## config.mk

```make
export PLATFORM = sky130hd
export DESIGN_NAME = fp_1d5_mul_update_pipe
export DESIGN_NICKNAME = d
export VERILOG_FILES = /design/src/rtl/fp_1d5_mul_update_pipe.sv
export SDC_FILE = /design/constraint.sdc
export NUM_CORES = 2
export LEC_CHECK = 0
export CAP_MARGIN = 20
export CORE_MARGIN = 8
export CORE_UTILIZATION = 45
export CTS_BUF_LIST = sky130_fd_sc_hd__clkbuf_4 sky130_fd_sc_hd__clkbuf_8
export DETAILED_ROUTE_END_ITERATION = 10
export HOLD_SLACK_MARGIN = 0.06
export PLACE_DENSITY = 0.63
export SYNTH_ARGS = -nofsm -noshare
export SYNTH_HDL_FRONTEND = slang
export SYNTH_SLANG_ARGS = --single-unit
```

## constraint.sdc

```tcl
create_clock -name clk -period 11.4 [get_ports clk]
set_input_delay 2.85 -clock clk [delete_from_list [all_inputs] [get_ports clk]]
set_output_delay 2.85 -clock clk [all_outputs]
set_load 0.005 [all_outputs]
```

## src/rtl/fp_1d5_mul_update_pipe.sv

```systemverilog
`default_nettype none
// ============================================================================
// Module   : fp_1d5_mul_update_pipe
// Purpose  : y1 = y0 * corr, 3-stage sign-less FP32 multiply with stall support.
//            Optional x pass-through pipeline enabled by macro FP_MUL_X_DELAY_EN.
// Revision : 1.0 - initial release
// ============================================================================
module fp_1d5_mul_update_pipe #(
    parameter int EXP_W       = 8,
    parameter int MAN_W       = 23,
    parameter int ROUND_SHIFT = 3
) (
    input  logic                   clk,
    input  logic                   rst,
    input  logic                   valid,
    input  logic                   backprn,
    input  logic [EXP_W+MAN_W-1:0] corr_in,
    input  logic [EXP_W+MAN_W-1:0] y_in,
    input  logic                   error_in,
`ifdef FP_MUL_X_DELAY_EN
    input  logic [EXP_W+MAN_W-1:0] x_in,
    output logic [EXP_W+MAN_W-1:0] x_out,
`endif
    output logic [EXP_W+MAN_W-1:0] float_out,
    output logic                   ready,
    output logic                   error_out
);

    localparam int c_W   = EXP_W + MAN_W;
    localparam int c_PW  = 2 * (MAN_W + 1);
    localparam int c_NW  = MAN_W + ROUND_SHIFT;
    localparam int c_KW  = c_NW + 2;
    localparam int c_EW  = EXP_W + 2;

    localparam logic signed [c_EW-1:0] c_BIAS = c_EW'((1 << (EXP_W - 1)) - 1);
    localparam logic signed [c_EW-1:0] c_EMAX = c_EW'((1 << EXP_W) - 1);
    localparam logic signed [c_EW-1:0] c_ONE  = c_EW'(1);
    localparam logic signed [c_EW-1:0] c_ZERO = '0;

    // ---------------- stage 1: unpack / multiply ----------------
    logic [MAN_W:0]          w_ma, w_mb;
    logic [c_PW-1:0]         w_prod;
    logic signed [c_EW-1:0]  w_esum;
    logic                    w_pre_err;

    assign w_ma      = {1'b1, corr_in[MAN_W-1:0]};
    assign w_mb      = {1'b1, y_in[MAN_W-1:0]};
    assign w_prod    = {{(MAN_W+1){1'b0}}, w_ma} * {{(MAN_W+1){1'b0}}, w_mb};
    assign w_esum    = $signed({2'b00, corr_in[c_W-1:MAN_W]})
                     + $signed({2'b00, y_in[c_W-1:MAN_W]}) - c_BIAS;
    assign w_pre_err = (y_in[c_W-1:MAN_W] == '0) || (y_in[c_W-1:MAN_W] == '1);

    logic                    r1_valid, r1_err;
    logic [c_KW-1:0]         r1_prod;   // only the bits normalization can reach
    logic signed [c_EW-1:0]  r1_esum;

    // ---------------- stage 2: normalize ----------------
    logic [c_NW-1:0]         w_norm_man;
    logic signed [c_EW-1:0]  w_norm_exp;

    always_comb begin
        w_norm_man = r1_prod[c_NW-1:0];
        w_norm_exp = r1_esum;
        if (r1_prod[c_KW-1]) begin
            w_norm_man = r1_prod[c_KW-2 -: c_NW];
            w_norm_exp = r1_esum + c_ONE;
        end
    end

    logic                    r2_valid, r2_err;
    logic [c_NW-1:0]         r2_man;
    logic signed [c_EW-1:0]  r2_exp;

    // ---------------- stage 3: round half up / pack ----------------
    logic [MAN_W:0]          w_rnd;
    logic                    w_carry;
    logic [MAN_W-1:0]        w_fin_man;
    logic signed [c_EW-1:0]  w_fin_exp;
    logic                    w_ovf, w_unf;
    logic [c_W-1:0]          w_result;

    assign w_rnd     = {1'b0, r2_man[c_NW-1:ROUND_SHIFT]}
                     + {{MAN_W{1'b0}}, r2_man[ROUND_SHIFT-1]};
    assign w_carry   = w_rnd[MAN_W];
    assign w_fin_man = w_carry ? '0 : w_rnd[MAN_W-1:0];
    assign w_fin_exp = r2_exp + $signed({{(c_EW-1){1'b0}}, w_carry});
    assign w_ovf     = (w_fin_exp >= c_EMAX);
    assign w_unf     = (w_fin_exp <= c_ZERO);

    always_comb begin
        w_result = {w_fin_exp[EXP_W-1:0], w_fin_man};
        if (w_ovf)
            w_result = {{EXP_W{1'b1}}, {MAN_W{1'b0}}};
        else if (w_unf)
            w_result = '0;
    end

    logic w_unused_lsbs;
    assign w_unused_lsbs = ^{w_prod[c_PW-c_KW-1:0], r2_man[ROUND_SHIFT-2:0]};

`ifdef FP_MUL_X_DELAY_EN
    logic [c_W-1:0] r1_x, r2_x;
`endif

    always_ff @(posedge clk) begin
        if (rst) begin
            r1_valid  <= 1'b0;
            r1_err    <= 1'b0;
            r1_prod   <= '0;
            r1_esum   <= '0;
            r2_valid  <= 1'b0;
            r2_err    <= 1'b0;
            r2_man    <= '0;
            r2_exp    <= '0;
            ready     <= 1'b0;
            error_out <= 1'b0;
            float_out <= '0;
`ifdef FP_MUL_X_DELAY_EN
            r1_x      <= '0;
            r2_x      <= '0;
            x_out     <= '0;
`endif
        end else if (backprn) begin
            r1_valid  <= valid;
            r1_err    <= error_in | w_pre_err;
            r1_prod   <= w_prod[c_PW-1 -: c_KW];
            r1_esum   <= w_esum;
            r2_valid  <= r1_valid;
            r2_err    <= r1_err;
            r2_man    <= w_norm_man;
            r2_exp    <= w_norm_exp;
            ready     <= r2_valid;
            // float_out keeps its last result across bubbles
            error_out <= r2_valid & (r2_err | w_ovf | w_unf);
            if (r2_valid)
                float_out <= w_result;
`ifdef FP_MUL_X_DELAY_EN
            r1_x      <= x_in;
            r2_x      <= r1_x;
            if (r2_valid)
                x_out <= r2_x;
`endif
        end
    end

endmodule
`default_nettype wire

```

# After elaboration in Yosys (flattened, before gate mapping)
# Index checks and enable logic that the tools add are counted.
[word_totals] reg_bits=111 inputBits=67 output_inout_bits=33
[op_classes] add_sub_neg=5 n_mul=1 magnitude_cmp=2 eq_ne=1 mux=5 bitwise=4 reduce_logical=3
[op_table] op="$mux W31" count=2
[op_table] op="$mul A24 B24 Y48" count=1
[op_table] op="$mux W26" count=1
[op_table] op="$add A23 B1 Y24" count=1
[op_table] op="$mux W23" count=1
[op_table] op="$add A10 B2 Y10" count=1
[op_table] op="$add A10 B2 Y10 const B" count=1
[op_table] op="$ge A10 B9 Y1 const B" count=1
[op_table] op="$le A10 B1 Y1 const B" count=1
[op_table] op="$mux W10" count=1
[op_table] op="$sub A9 B7 Y10 const B" count=1
[op_table] op="$add A8 B8 Y9" count=1
[op_table] op="$eq A8 B8 Y1 const B" count=1
[op_table] op="$logic_not A8 Y1" count=1
[op_table] op="$or A1 B1 Y1" count=3
[op_table] op="$reduce_and A2 Y1" count=1
[op_table] op="$and A1 B1 Y1" count=1
[op_table] op="$logic_or A1 B1 Y1" count=1

# Depth between registers and ports, before layout
[logic_depth] depth_word=6 mapped_depth=26 ltp_nobuf=25

# Worst setup path before layout
# OpenSTA, ideal clock, no wires.
[synth_path] path_kind="input port to flip-flop" from="input port y_in[12]" to="register r1_prod[21]" t_arrival_ns=8.799 required_time_ns=11.276 path_slack_ns=2.477 cell_stages=25 n_path_buf=2 path_cell_list="clkbuf_1 clkbuf_1 nand2_1 fa_1 inv_1 fa_1 inv_1 fa_1 fa_1 inv_1 fa_1 fa_1 inv_1 fa_1 inv_1 ha_1 a21o_1 a21o_1 a21oi_1 o211ai_1 a22oi_1 a21oi_1 a211o_1 mux2i_1 o21ai_0"
[synth_between] elab_chain_len=1
[synth_lines] item="from (decl)" line_no="18" text="input logic [EXP_W+MAN_W-1:0] y_in,"
[synth_lines] item="$mul A24 B24 Y48" line_no="48" text="assign w_prod = {{(MAN_W+1){1'b0}}, w_ma} * {{(MAN_W+1){1'b0}}, w_mb};"
[synth_lines] item="to (signal assigned)" line_no="126" text="r1_prod <= w_prod[c_PW-1 -: c_KW];"
[synth_lines] item="to (decl)" line_no="54" text="logic [c_KW-1:0] r1_prod;"
# Every way passes these cells.
# A chain may end at the register's enable or synchronous reset.

# Worst setup path after layout
[layout_path] from="input port corr_in[7]" to="register r1_prod[23]"
[layout_between] elab_chain_len=1
[layout_lines] item="from (decl)" line_no="17" text="input logic [EXP_W+MAN_W-1:0] corr_in,"
[layout_lines] item="$mul A24 B24 Y48" line_no="48"
# Every way passes these cells.

==> flow_metrics.py <==
metrics = {
    "synth": {
        "synth_area_leaders": "fa_1 (41%), ha_1 (10%), inv_1 (9.6%)",
        "netlist.area_leader.share_pct": 41.3,
        "ys_seq_area_share_pct": 9.16,
        "synthCells": 2632,
        "netlist_area_um2": 23400,
        "yosysWarnings": 0,
        "synth.distinct_cells": 73,
        "synth_nets": 3370,
        "ys_async_sr_fraction_pct": 0,
        "yosysMostFrequentCell": "inv_1",
        "synth_common_cells": "inv_1 (598), fa_1 (482), nand2_1 (321)",
        "yosysTopAreaCell": "fa_1",
        "synth-edff-count": 0,
        "synth_flop_cell": "dfxtp_1",
        "avgSynthCellArea_um2": 8.89,
        "synth-seq-cells": 107,
    },
    "routing": {
        "viasPerCell": 5.29,
        "vias": 17700,
        "wl_per_cell_um": 19.0,
        "drt.antenna.violating_nets": 0,
        "drc_errors": 0,
        "drt_wl_total_um": 63800,
        "drt_first_iter_violations": 1161,
        "firstDrtPassIters": 5,
    },
    "clock_network": {
        "tritoncts": "done",
        "clk_pin_slew_ns": 0.11,
        "cts_max_path_buffers": 2,
        "cts_made_buffers": 9,
        "holdBufCountCts": 0,
        "cts-root-buf": "clkbuf_8",
        "cts_htree_levels": 3,
        "cts.sinks": 107,
        "clock_latency_ns": 0.38,
        "cts_setup_buffers": 0,
        "ctsResizeCount": 0,
    },
    "die": {
        "start_util_pct": 45.5,
        "die_x_um": 244,
        "io_pins": 100,
        "num_rows": 83,
        "core_um2": 51400,
        "die_area_um2": 59500,
        "fp.dieH_um": 244,
    },
    "critical_path": {
        "max_stage_delay_ns": 0.94,
        "cp-start-kind": "input pin",
        "arrival_ns": 10.64,
        "worstPathMaxFanout": 20,
        "required_ns": 11.69,
        "critPathKind": "input pin to flop",
        "r2r_setup_slack_ns": 7.65,
        "critPathSlowestCell": "clkdlybuf4s50_1",
        "end_kind": "flop",
    },
    "place": {
        "portBuffers": 99,
        "place.gp.congestion": 0.915,
        "dp.cells": 3333,
        "placement.cell_area_um2": 25000,
        "hpwl_um": 51600,
    },
    "final_layout": {
        "seqCellArea_um2": 2140,
        "synthToLayoutAreaGrowth_pct": 7.80,
        "postLayoutCellArea_um2": 25200,
        "multiInputGateArea_um2": 18500,
        "final_nets": 3402,
        "drive_gt1_share_pct": 3.30,
        "fillers": 4906,
        "stdcell_count": 3350,
    },
    "sta": {
        "fin_crit_ns": 10.35,
        "fmax_mhz": 96.6,
        "grt_setup_unrepaired": "no",
        "finalMaxSlewViolations": 0,
        "worstMarginPinSlew_ns": 1.20,
        "fin_tns_setup_ns": 0,
        "skew_ns": 0.0142,
        "setup_viol": 0,
        "period_share_pct": 90.8,
        "hold_viol": 0,
        "slew_headroom_pct": 19.5,
    },
    "global_route": {
        "grt_pass1_vias": 19800,
        "antenna_found_initial": 1,
        "groute.usage.overall_pct": 22.1,
        "grt_pass1_wl_um": 106000,
        "grt_overflow": 0,
        "grt_max_degree": 79,
    },
    "job": {
        "maxCapViolCount": 0,
    },
    "status": {
        "status": "finished clean",
    },
    "min_path": {
        "hold_class": "flop to flop",
    },
}
==> routing by layer <==
| layer | GRT usage [%] | vias to the layer above | part of all wire [%] |
|---|---|---|---|
| li1 | - | 7990 | - |
| met1 | 27.9 | 8989 | 40 |
| met2 | 38.5 | 596 | 49 |
| met3 | 3.16 | 139 | 6.5 |
| met4 | 8.10 | 0 | 4.0 |
| met5 | 0 | - | 0 |
==> layout make-up <==
cell class,instances,share of cell area [%]
Inverter,600,8.93
Clock inverter,5,0.119
Sequential cell,107,8.50
Clock buffer,11,0.551
Timing Repair Buffer,146,5.31
Antenna cell,1,0.00993
Multi-Input combinational cell,1800,73.2
Tap cell,680,3.37
==> cells by family after synthesis <==
| family | Yosys count | synth area share (%) |
|---|---|---|
| AND/OR/NAND/NOR | 805 | 16.9 |
| buffers and inverters | 725 | 11.9 |
| adder cells (fa/ha/maj) | 671 | 51.4 |
| AO/OA/AOI/OAI | 214 | 6.25 |
| flip-flops | 107 | 9.16 |
| XOR/XNOR | 60 | 2.25 |
| multiplexers | 50 | 2.14 |
==> worst max-delay path: cells and delay by family <==
family / cells / cell delay, ns
adders and majority gates: 8 / 3.76
AOI/OAI and AO/OA: 8 / 1.94
buffers and inverters: 8 / 1.83
and+or+nand+nor: 2 / 0.24
==> cells in the final DEF, fill, tap and decap left out, types with 49 or more instances in the layout <==
| cell type | synthesis | final |
|---|---|---|
| dfxtp_1 | 107 | 107 |
| fa_1 | 482 | 482 |
| buf_4 | 2 | 49 |
| clkdlybuf4s50_1 | 0 | 97 |
| nor2_1 | 126 | 126 |
| inv_1 | 598 | 598 |
| and2_1 | 242 | 242 |
| nand2_1 | 321 | 321 |
| mux2i_1 | 50 | 50 |
| ha_1 | 189 | 189 |
==> state kept, by name (all words and copies together), names as in the netlist, 10 cells and up <==
name / cells
r1_prod: 26
float_out: 31
r2_man: 24
r2_exp: 10
r1_esum: 10
==> metrics by stage <==
stage                     util [%]  setup slack, ns  hold WS (ns)
after floorplan                  -             2.48         0.442
after global placement        48.7            0.883         0.441
after detailed placement      48.7            0.819         0.447
after CTS                     49.0             1.21         0.460
after global routing          49.0            0.629         0.504
final                         49.0             1.05         0.455
==> final timing paths <==
path,startpoint,end,depth (start not counted)
hold / removal,float_out[7],float_out[7],2
hold reg to reg,float_out[7],float_out[7],2
setup / recovery,corr_in[7],r1_prod[23],26
setup reg to reg,r2_man[5],float_out[1],17
Power is left out: the tool's default activity adds up to more than one toggle a clock period on the data nets, which glitch-free logic cannot reach.
